### src/rtl/bg_trim_ctrl.sv
// rtl/bg_trim_ctrl.sv - bandgap trim sequencer: power-up, auto-zero, 8-bit SAR on fine DAC code
// Optional chopped two-pass trim enabled by defining BG_TRIM_CHOP_EN.
module bg_trim_ctrl #(
  parameter int          PWRUP_CYCLES   = 256,
  parameter int          SETTLE_CYCLES  = 64,
  parameter logic [7:0]  COARSE_DEFAULT = 8'h80
) (
  input  logic       clk,
  input  logic       reset_n,
  input  logic       start,
  input  logic       cmpo,
  output logic       pwrup,
  output logic       bgReset,
  output logic [7:0] idacCoarse,
  output logic [7:0] idacFine,
  output logic       cmpZeroOffset,
  output logic       cmpSwapInput,
  output logic       busy,
  output logic       done,
  output logic [7:0] trimCode
);

  typedef enum logic [2:0] {
    S_IDLE,
    S_PWRUP,
    S_AZERO,
    S_SAR,
    S_FINISH,
    S_DONE
  } state_t;

  localparam logic [15:0] PWRUP_LAST  = 16'(PWRUP_CYCLES - 1);
  localparam logic [15:0] SETTLE_LAST = 16'(SETTLE_CYCLES - 1);

  state_t      state_q, state_d;
  logic [15:0] cnt_q, cnt_d;
  logic [2:0]  bit_q, bit_d;
  logic [7:0]  fine_q, fine_d;
  logic [7:0]  trim_q, trim_d;
  logic [7:0]  coarse_q;
  logic        pwrup_q, pwrup_d;
  logic        bgreset_q, bgreset_d;
  logic        czo_q, czo_d;
  logic        busy_q, busy_d;
  logic        done_q, done_d;
  logic        sync1_q, sync2_q;

  logic        start_ok;
  logic        decision;
  logic [7:0]  sar_code;
  logic [7:0]  result;

`ifdef BG_TRIM_CHOP_EN
  logic        pass_q, pass_d;
  logic        swap_q, swap_d;
  logic [7:0]  code_a_q, code_a_d;
  logic [8:0]  avg_sum;
`endif

  always_ff @(posedge clk) begin
    if (!reset_n) begin
      state_q   <= S_IDLE;
      cnt_q     <= '0;
      bit_q     <= '0;
      fine_q    <= 8'h00;
      trim_q    <= 8'h00;
      coarse_q  <= COARSE_DEFAULT;
      pwrup_q   <= 1'b0;
      bgreset_q <= 1'b1;
      czo_q     <= 1'b0;
      busy_q    <= 1'b0;
      done_q    <= 1'b0;
      sync1_q   <= 1'b0;
      sync2_q   <= 1'b0;
    end else begin
      state_q   <= state_d;
      cnt_q     <= cnt_d;
      bit_q     <= bit_d;
      fine_q    <= fine_d;
      trim_q    <= trim_d;
      coarse_q  <= COARSE_DEFAULT;
      pwrup_q   <= pwrup_d;
      bgreset_q <= bgreset_d;
      czo_q     <= czo_d;
      busy_q    <= busy_d;
      done_q    <= done_d;
      sync1_q   <= cmpo;
      sync2_q   <= sync1_q;
    end
  end

`ifdef BG_TRIM_CHOP_EN
  always_ff @(posedge clk) begin
    if (!reset_n) begin
      pass_q   <= 1'b0;
      swap_q   <= 1'b0;
      code_a_q <= 8'h00;
    end else begin
      pass_q   <= pass_d;
      swap_q   <= swap_d;
      code_a_q <= code_a_d;
    end
  end
`endif

  // SAR step: resolve the current bit from the comparator and raise the next trial bit.
  always_comb begin
    decision = sync2_q;
`ifdef BG_TRIM_CHOP_EN
    if (pass_q) decision = ~sync2_q;
`endif
    sar_code        = fine_q;
    sar_code[bit_q] = decision;
    if (bit_q != 3'd0) sar_code[bit_q - 3'd1] = 1'b1;
  end

`ifdef BG_TRIM_CHOP_EN
  assign avg_sum = {1'b0, code_a_q} + {1'b0, fine_q};
  assign result  = avg_sum[8:1];
`else
  assign result  = fine_q;
`endif

  assign start_ok = start && !busy_q && ((state_q == S_IDLE) || (state_q == S_DONE));

  always_comb begin
    state_d   = state_q;
    cnt_d     = cnt_q;
    bit_d     = bit_q;
    fine_d    = fine_q;
    trim_d    = trim_q;
    pwrup_d   = pwrup_q;
    bgreset_d = bgreset_q;
    czo_d     = czo_q;
    busy_d    = busy_q;
    done_d    = done_q;
`ifdef BG_TRIM_CHOP_EN
    pass_d    = pass_q;
    swap_d    = swap_q;
    code_a_d  = code_a_q;
`endif

    case (state_q)
      S_IDLE, S_DONE: begin
        if (start_ok) begin
          state_d   = S_PWRUP;
          cnt_d     = '0;
          busy_d    = 1'b1;
          done_d    = 1'b0;
          pwrup_d   = 1'b1;
          bgreset_d = 1'b1;
          czo_d     = 1'b0;
          fine_d    = 8'h00;
`ifdef BG_TRIM_CHOP_EN
          pass_d    = 1'b0;
          swap_d    = 1'b0;
`endif
        end else if (state_q == S_DONE && !done_q) begin
          // First cycle of DONE publishes completion; start is ignored until then.
          done_d = 1'b1;
          busy_d = 1'b0;
        end
      end

      S_PWRUP: begin
        if (cnt_q == PWRUP_LAST) begin
          state_d   = S_AZERO;
          cnt_d     = '0;
          bgreset_d = 1'b0;
          czo_d     = 1'b1;
        end else begin
          cnt_d = cnt_q + 16'd1;
        end
      end

      S_AZERO: begin
        if (cnt_q == SETTLE_LAST) begin
          state_d = S_SAR;
          cnt_d   = '0;
          czo_d   = 1'b0;
          bit_d   = 3'd7;
          fine_d  = 8'h80;
        end else begin
          cnt_d = cnt_q + 16'd1;
        end
      end

      S_SAR: begin
        if (cnt_q == SETTLE_LAST) begin
          cnt_d  = '0;
          fine_d = sar_code;
          if (bit_q == 3'd0) begin
`ifdef BG_TRIM_CHOP_EN
            if (!pass_q) begin
              // Second pass runs with swapped comparator inputs after a fresh auto-zero.
              code_a_d = sar_code;
              pass_d   = 1'b1;
              swap_d   = 1'b1;
              czo_d    = 1'b1;
              state_d  = S_AZERO;
            end else begin
              state_d  = S_FINISH;
            end
`else
            state_d = S_FINISH;
`endif
          end else begin
            bit_d = bit_q - 3'd1;
          end
        end else begin
          cnt_d = cnt_q + 16'd1;
        end
      end

      S_FINISH: begin
        trim_d  = result;
        fine_d  = result;
        state_d = S_DONE;
`ifdef BG_TRIM_CHOP_EN
        swap_d  = 1'b0;
        pass_d  = 1'b0;
`endif
      end

      default: state_d = S_IDLE;
    endcase
  end

  assign pwrup         = pwrup_q;
  assign bgReset       = bgreset_q;
  assign idacCoarse    = coarse_q;
  assign idacFine      = fine_q;
  assign cmpZeroOffset = czo_q;
  assign busy          = busy_q;
  assign done          = done_q;
  assign trimCode      = trim_q;
`ifdef BG_TRIM_CHOP_EN
  assign cmpSwapInput  = swap_q;
`else
  assign cmpSwapInput  = 1'b0;
`endif

endmodule

### config.mk
export PLATFORM = sky130hd
export DESIGN_NAME = bg_trim_ctrl
export DESIGN_NICKNAME = d
export VERILOG_FILES = /design/src/rtl/bg_trim_ctrl.sv
export SDC_FILE = /design/constraint.sdc
export NUM_CORES = 1
export LEC_CHECK = 0
export CAP_MARGIN = 0
export CORE_MARGIN = 4
export CORE_UTILIZATION = 30
export DETAILED_ROUTE_END_ITERATION = 8
export GPL_ROUTABILITY_DRIVEN = 0
export MAX_ROUTING_LAYER = met4
export PLACE_DENSITY = 0.51
export SKIP_LAST_GASP = 1
export SLEW_MARGIN = 10
export SYNTH_ARGS = -nofsm -noshare
export SYNTH_HDL_FRONTEND = slang
export SYNTH_SLANG_ARGS = --single-unit
### constraint.sdc
create_clock -name clk -period 2.42 [get_ports clk]
set_input_delay 0.484 -clock clk [delete_from_list [all_inputs] [get_ports clk]]
set_output_delay 0.484 -clock clk [all_outputs]
set_load 0.1 [all_outputs]
After elaboration in Yosys (flattened, before gate mapping)
Index checks and enable logic that the tools add are counted.

operators by class
  add/subtract/negate cells = 2
  order comparisons = 4
  eq/ne operators = 13
  muxes and demuxes = 35
  bitwise logic cells = 1
  reductions and logical operators = 27

operators with widths
  cell                                                                count
  two-way mux 16 bit                                                  3
  one-hot mux 16 bit (3 select lines)                                 1
  two-way mux 8 bit                                                   4
  two-way mux 3 bit                                                   8
  one-hot mux 8 bit (3 select lines)                                  1
  adder 16 x 1 -> 16 bit (second input constant)                      1
  == test 16 x 6 -> 1 bit (second input constant)                     1
  == test 16 x 8 -> 1 bit (second input constant)                     1
  one-hot mux 3 bit (5 select lines)                                  1
  != test 2 bit (second input constant)                               6
  AND reduction 4 bit                                                 3
  nonzero test 3 bit                                                  4
  two-way mux 1 bit                                                   11
  bitwise mux 8 bit                                                   1
  < comparator 3 x 4 -> 1 bit (second input constant)                 2
  bitwise OR 8 bit                                                    1
  demux 1 bit (select 3 bit)                                          2
  == test 3 x 2 -> 1 bit (second input constant)                      2
  == test 3 bit (second input constant)                               2
  greater-or-equal comparator 3 x 1 -> 1 bit (second input constant)  2
  zero test 3 bit                                                     2
  one-hot mux 3 bit (2 select lines)                                  1
  AND reduction 2 bit                                                 3
  nonzero test 2 bit                                                  3
  10 further kinds                                                    16

storage, ports and cells
  register bits after elaboration = 45
  input bits = 4
  output and inout port bits = 30
  word-level logic and storage cells = 94

Logic depth before layout (Yosys ltp)
  depth after elaboration = 9
  mapped depth = 10
  depth with buffers taken out = 7

Worst setup path after synthesis
OpenSTA, ideal clock, no wires.

  path kind = reg-to-reg
  start = reg busy_q (netlist: busy)
  end = reg cnt_q[6]
  setup time = 0.059 ns
  arrival = 2.097 ns
  required time = 2.361 ns
  slack = 0.264 ns
  stages on the path, launching flop included = 6
  cell sequence = dfxtp_1 or3b_2 nand2_1 a211oi_1 a21o_1 a22o_1

between the ends
  word-level cells in the longest chain between the ends = 5

ends and longest elaborated chain
  element                               RTL line  RTL
  from (decl)                           44        logic busy_q, busy_d;
  from (signal assigned)                85        busy_q <= busy_d;
  zero test 1 bit                       124       assign start_ok = start && !busy_q && ((state_q == S_IDLE) || (state_q == S_DONE));
  logical AND 1 bit (2 in series)       124
  != test 2 bit (no source line)        --
  AND reduction 2 bit (no source line)  --
  to (signal assigned)                  77        cnt_q <= cnt_d;
  to (decl)                             36        logic [15:0] cnt_q, cnt_d;

No other way between the ends.
A chain may end at the register's enable or synchronous reset.

Worst setup path in the final report
  start = reg cnt_q[0]
  end = reg cnt_q[12]

between the ends
  word-level cells in the longest chain between the ends = 3
  elaborated cells on any way between the ends = 6
  classes of those cells = 1 x add/sub; 2 x eq/ne; 3 x mux

ends and longest elaborated chain
  element                                         RTL line       RTL
  adder 16 x 1 -> 16 bit (tied with other cells)  172, 184, 211
  two-way mux 16 bit, on equally long branches    177, 189, 166
  one-hot mux 16 bit (3 select lines) *           143            case (state_q)

Every way passes the cells marked *; elsewhere a longest branch is shown, timed or not.

==> results.py <==
metrics = {
    "logic_synthesis": {
        "synth_common_cells": "45 x dfxtp_1, 45 x nand2_1, 32 x a21oi_1, 22 x nor2_1, 19 x nand3_1",
        "synthArstFlopShare_pct": 0,
        "ys_ff_latch": 45,
        "yosysSeqAreaShare_pct": 36.0,
        "syn-instance-count": 317,
        "synthTopCellsByArea": "dfxtp_1 36%, nand2_1 6.8%, a21oi_1 6.4%",
        "synth_edf_count": 0,
        "syn_area_sq_um": 2500,
        "synth_top_cell_by_area": "dfxtp_1",
        "yosysTopAreaCellShare_pct": 36.0,
        "synthFlopType": "dfxtp_1",
        "synth_warnings": 0,
        "avgSynthCellArea_sq_um": 7.89,
        "yosysUniqueCellTypes": 52,
    },
    "worst_setup_path": {
        "r2r_slack_ps": 240,
        "ff2ff_path_depth": 7,
        "worstPathArrival_ps": 2420,
        "r2r_start": "cnt_q[0]$_SDFFE_PN0P_",
        "crit_type": "register to register",
        "worstReg2RegEnd": "cnt_q[12]$_SDFFE_PN0P_",
        "critPathCaptureType": "register",
        "cp.required_ps": 2650,
        "start_kind": "register",
        "cp_max_fo": 16,
    },
    "sta": {
        "slew_headroom_pct": 36.4,
        "setup_viol": 0,
        "max_freq_mhz": 458,
        "final.setup.worst_slack_ps": 235,
        "post-route-period-util_pct": 90.3,
        "setup_tns_ps": 0,
        "layout_min_cycle_time_ps": 2180,
        "hold_viol_final": 0,
        "tightest_slew_ps": 948,
        "finalClockSkew_ps": 11.3,
        "grt_setup_unrepaired": "no",
        "slew_violations": 0,
    },
    "hold_path": {
        "hold_start": "sync1_q$_SDFF_PN0_",
        "holdPathStages": 1,
        "min_to": "decision$_SDFF_PN0_",
        "min_path_type": "register to register",
    },
    "global_routing": {
        "grt_pass1_wl_um": 10200,
        "grt_pass1_vias": 2021,
        "antenna_found_initial": 0,
        "grt-ovfl-total": 0,
        "grt_max_degree": 20,
        "track_usage_pct": 12.8,
    },
    "cts": {
        "cts-resized-gates": 0,
        "insertion_delay_ps": 300,
        "cts_buffers": 5,
        "cts-root-buf": "clkbuf_8",
        "h-tree-depth": 2,
        "clock_sinks": 45,
        "tritoncts": "yes",
        "clk_pin_slew_ps": 90,
        "cts_setup_buffers": 0,
        "cts_hold_buf": 0,
        "clk_path_buf_depth": 2,
    },
    "place": {
        "place_inst": 433,
        "dpl.hpwl_um": 4430,
        "placed_area_sq_um": 2750,
        "pre_cts_ws_ps": 11.0,
        "io_buffers": 24,
    },
    "routing": {
        "vias_per_cell": 5.07,
        "antenna_left": 0,
        "num_vias": 2232,
        "wl_per_cell_um": 13.8,
        "drc": 0,
        "firstDrtPassIters": 4,
        "totalWireLength_um": 6090,
        "first_iter_violations": 118,
    },
    "floorplanning": {
        "start_util_pct": 30.6,
        "coreArea_sq_um": 8180,
        "io_pins": 34,
        "die_area_sq_um": 9860,
        "dieHeight_um": 99.3,
        "std_cell_rows": 33,
        "die_x_um": 99.3,
    },
    "finish": {
        "syn2layout_area_growth_pct": 13.9,
        "layout-drive-gt1-share_pct": 14.3,
        "post-route-util_pct": 34.8,
        "num-fill-cells": 885,
        "fin_cells": 440,
        "final_cell_area_sq_um": 2850,
        "diodes": 0,
        "nets": 342,
    },
    "job": {
        "max_cap_violations": 0,
    },
    "outcome": {
        "run_status": "finished, final reports clean",
    },
    "power": {
        "p_leak_uw": 0.00103,
        "ir_drop_mv": 0.334,
        "powerDensity_nw_per_um2": 692,
    },
}
==> final cells by class <==
class | count | area (sq um) | share of cell area (%)
clock buffer | 5 | 68.8 | 2.42
clock inverter | 2 | 35.0 | 1.23
inverter | 5 | 18.8 | 0.659
multi-input combinational | 243 | 1420 | 50.0
sequential | 45 | 901 | 31.6
tap | 105 | 131 | 4.61
timing repair buffer | 35 | 270 | 9.49
==> worst max path at each step <==
stage	startpoint	to	cells past startpoint
2_1_floorplan	busy$_SDFFE_PN0P_	cnt_q[6]$_SDFFE_PN0P_	5
3_3_place_gp	reset_n	cnt_q[11]$_SDFFE_PN0P_	6
3_5_place_dp	reset_n	cnt_q[11]$_SDFFE_PN0P_	6
4_1_cts	cnt_q[0]$_SDFFE_PN0P_	cnt_q[12]$_SDFFE_PN0P_	7
5_1_grt	cnt_q[0]$_SDFFE_PN0P_	cnt_q[15]$_SDFFE_PN0P_	7
6_report	cnt_q[0]$_SDFFE_PN0P_	cnt_q[12]$_SDFFE_PN0P_	7
==> logic make-up (layout without fill, tap and decap cells) <==
family	after synthesis	in the layout	synth area share, %
adders and majority gates	3	3	1.50
buffers and inverters	36	47	8.10
muxes	6	6	2.40
and+or+nand+nor	131	131	27.2
AOI/OAI and AO/OA	90	90	23.1
DFF	45	45	36.0
xor gates and xnor gates	4	4	1.40
other	2	9	0.300
==> through the flow <==
stage	power, uW	hold slack [ps]
floorplan	1320	412
global placement	1440	416
detailed placement	1440	418
CTS	2000	442
global route	2080	472
finish	1970	438
==> flip-flops by register name (all words and copies together) (netlist names) <==
| name | count |
|---|---|
| bgReset | 1 |
| bit_q | 3 |
| busy | 1 |
| cmpZeroOffset | 1 |
| cnt_q | 16 |
| decision | 1 |
| done | 1 |
| idacFine | 8 |
| pwrup | 1 |
| state_q | 3 |
| sync1_q | 1 |
| trimCode | 8 |
==> routing by layer <==
metal | GRT usage [%] | vias up | part of all wire (%)
met2 | 19.1 | 32 | 46
met1 | 18.4 | 1032 | 51
met5 | - | - | 0
li1 | - | 1166 | -
met3 | 2.10 | 2 | 2.8
met4 | 2.52 | 0 | 0.41
==> critical path, stage by stage (launching register included) <==
cell     delay [ps]
dfxtp_1         350
ha_1            240
and3_1          230
and4_1          270
o32ai_4         550
buf_4           240
a41oi_1         110
a31oi_1         140
==> placed cells by master (no fill, tap or decap), types with 4 or more instances in the layout <==
cell       n
nor2_1    22
nor3_1     4
o21ai_0   15
and4_1     4
nand2_1   45
a21oi_1   32
clkbuf_8   5
nor2b_1    6
nand3_1   19
inv_1      4
mux2i_1    6
a41oi_1    4
buf_4     32
a31oi_1   12
nand4_1    5
conb_1     9
o22ai_1    6
dfxtp_1   45
and2_1     6
==> where the power goes <==
group / switching [uW] / internal, uW
registers: 41.2 / 778
clock network: 255 / 301
logic: 429 / 168
total: 726 / 1250
No activity file was read; power rests on OpenSTA's default activity.
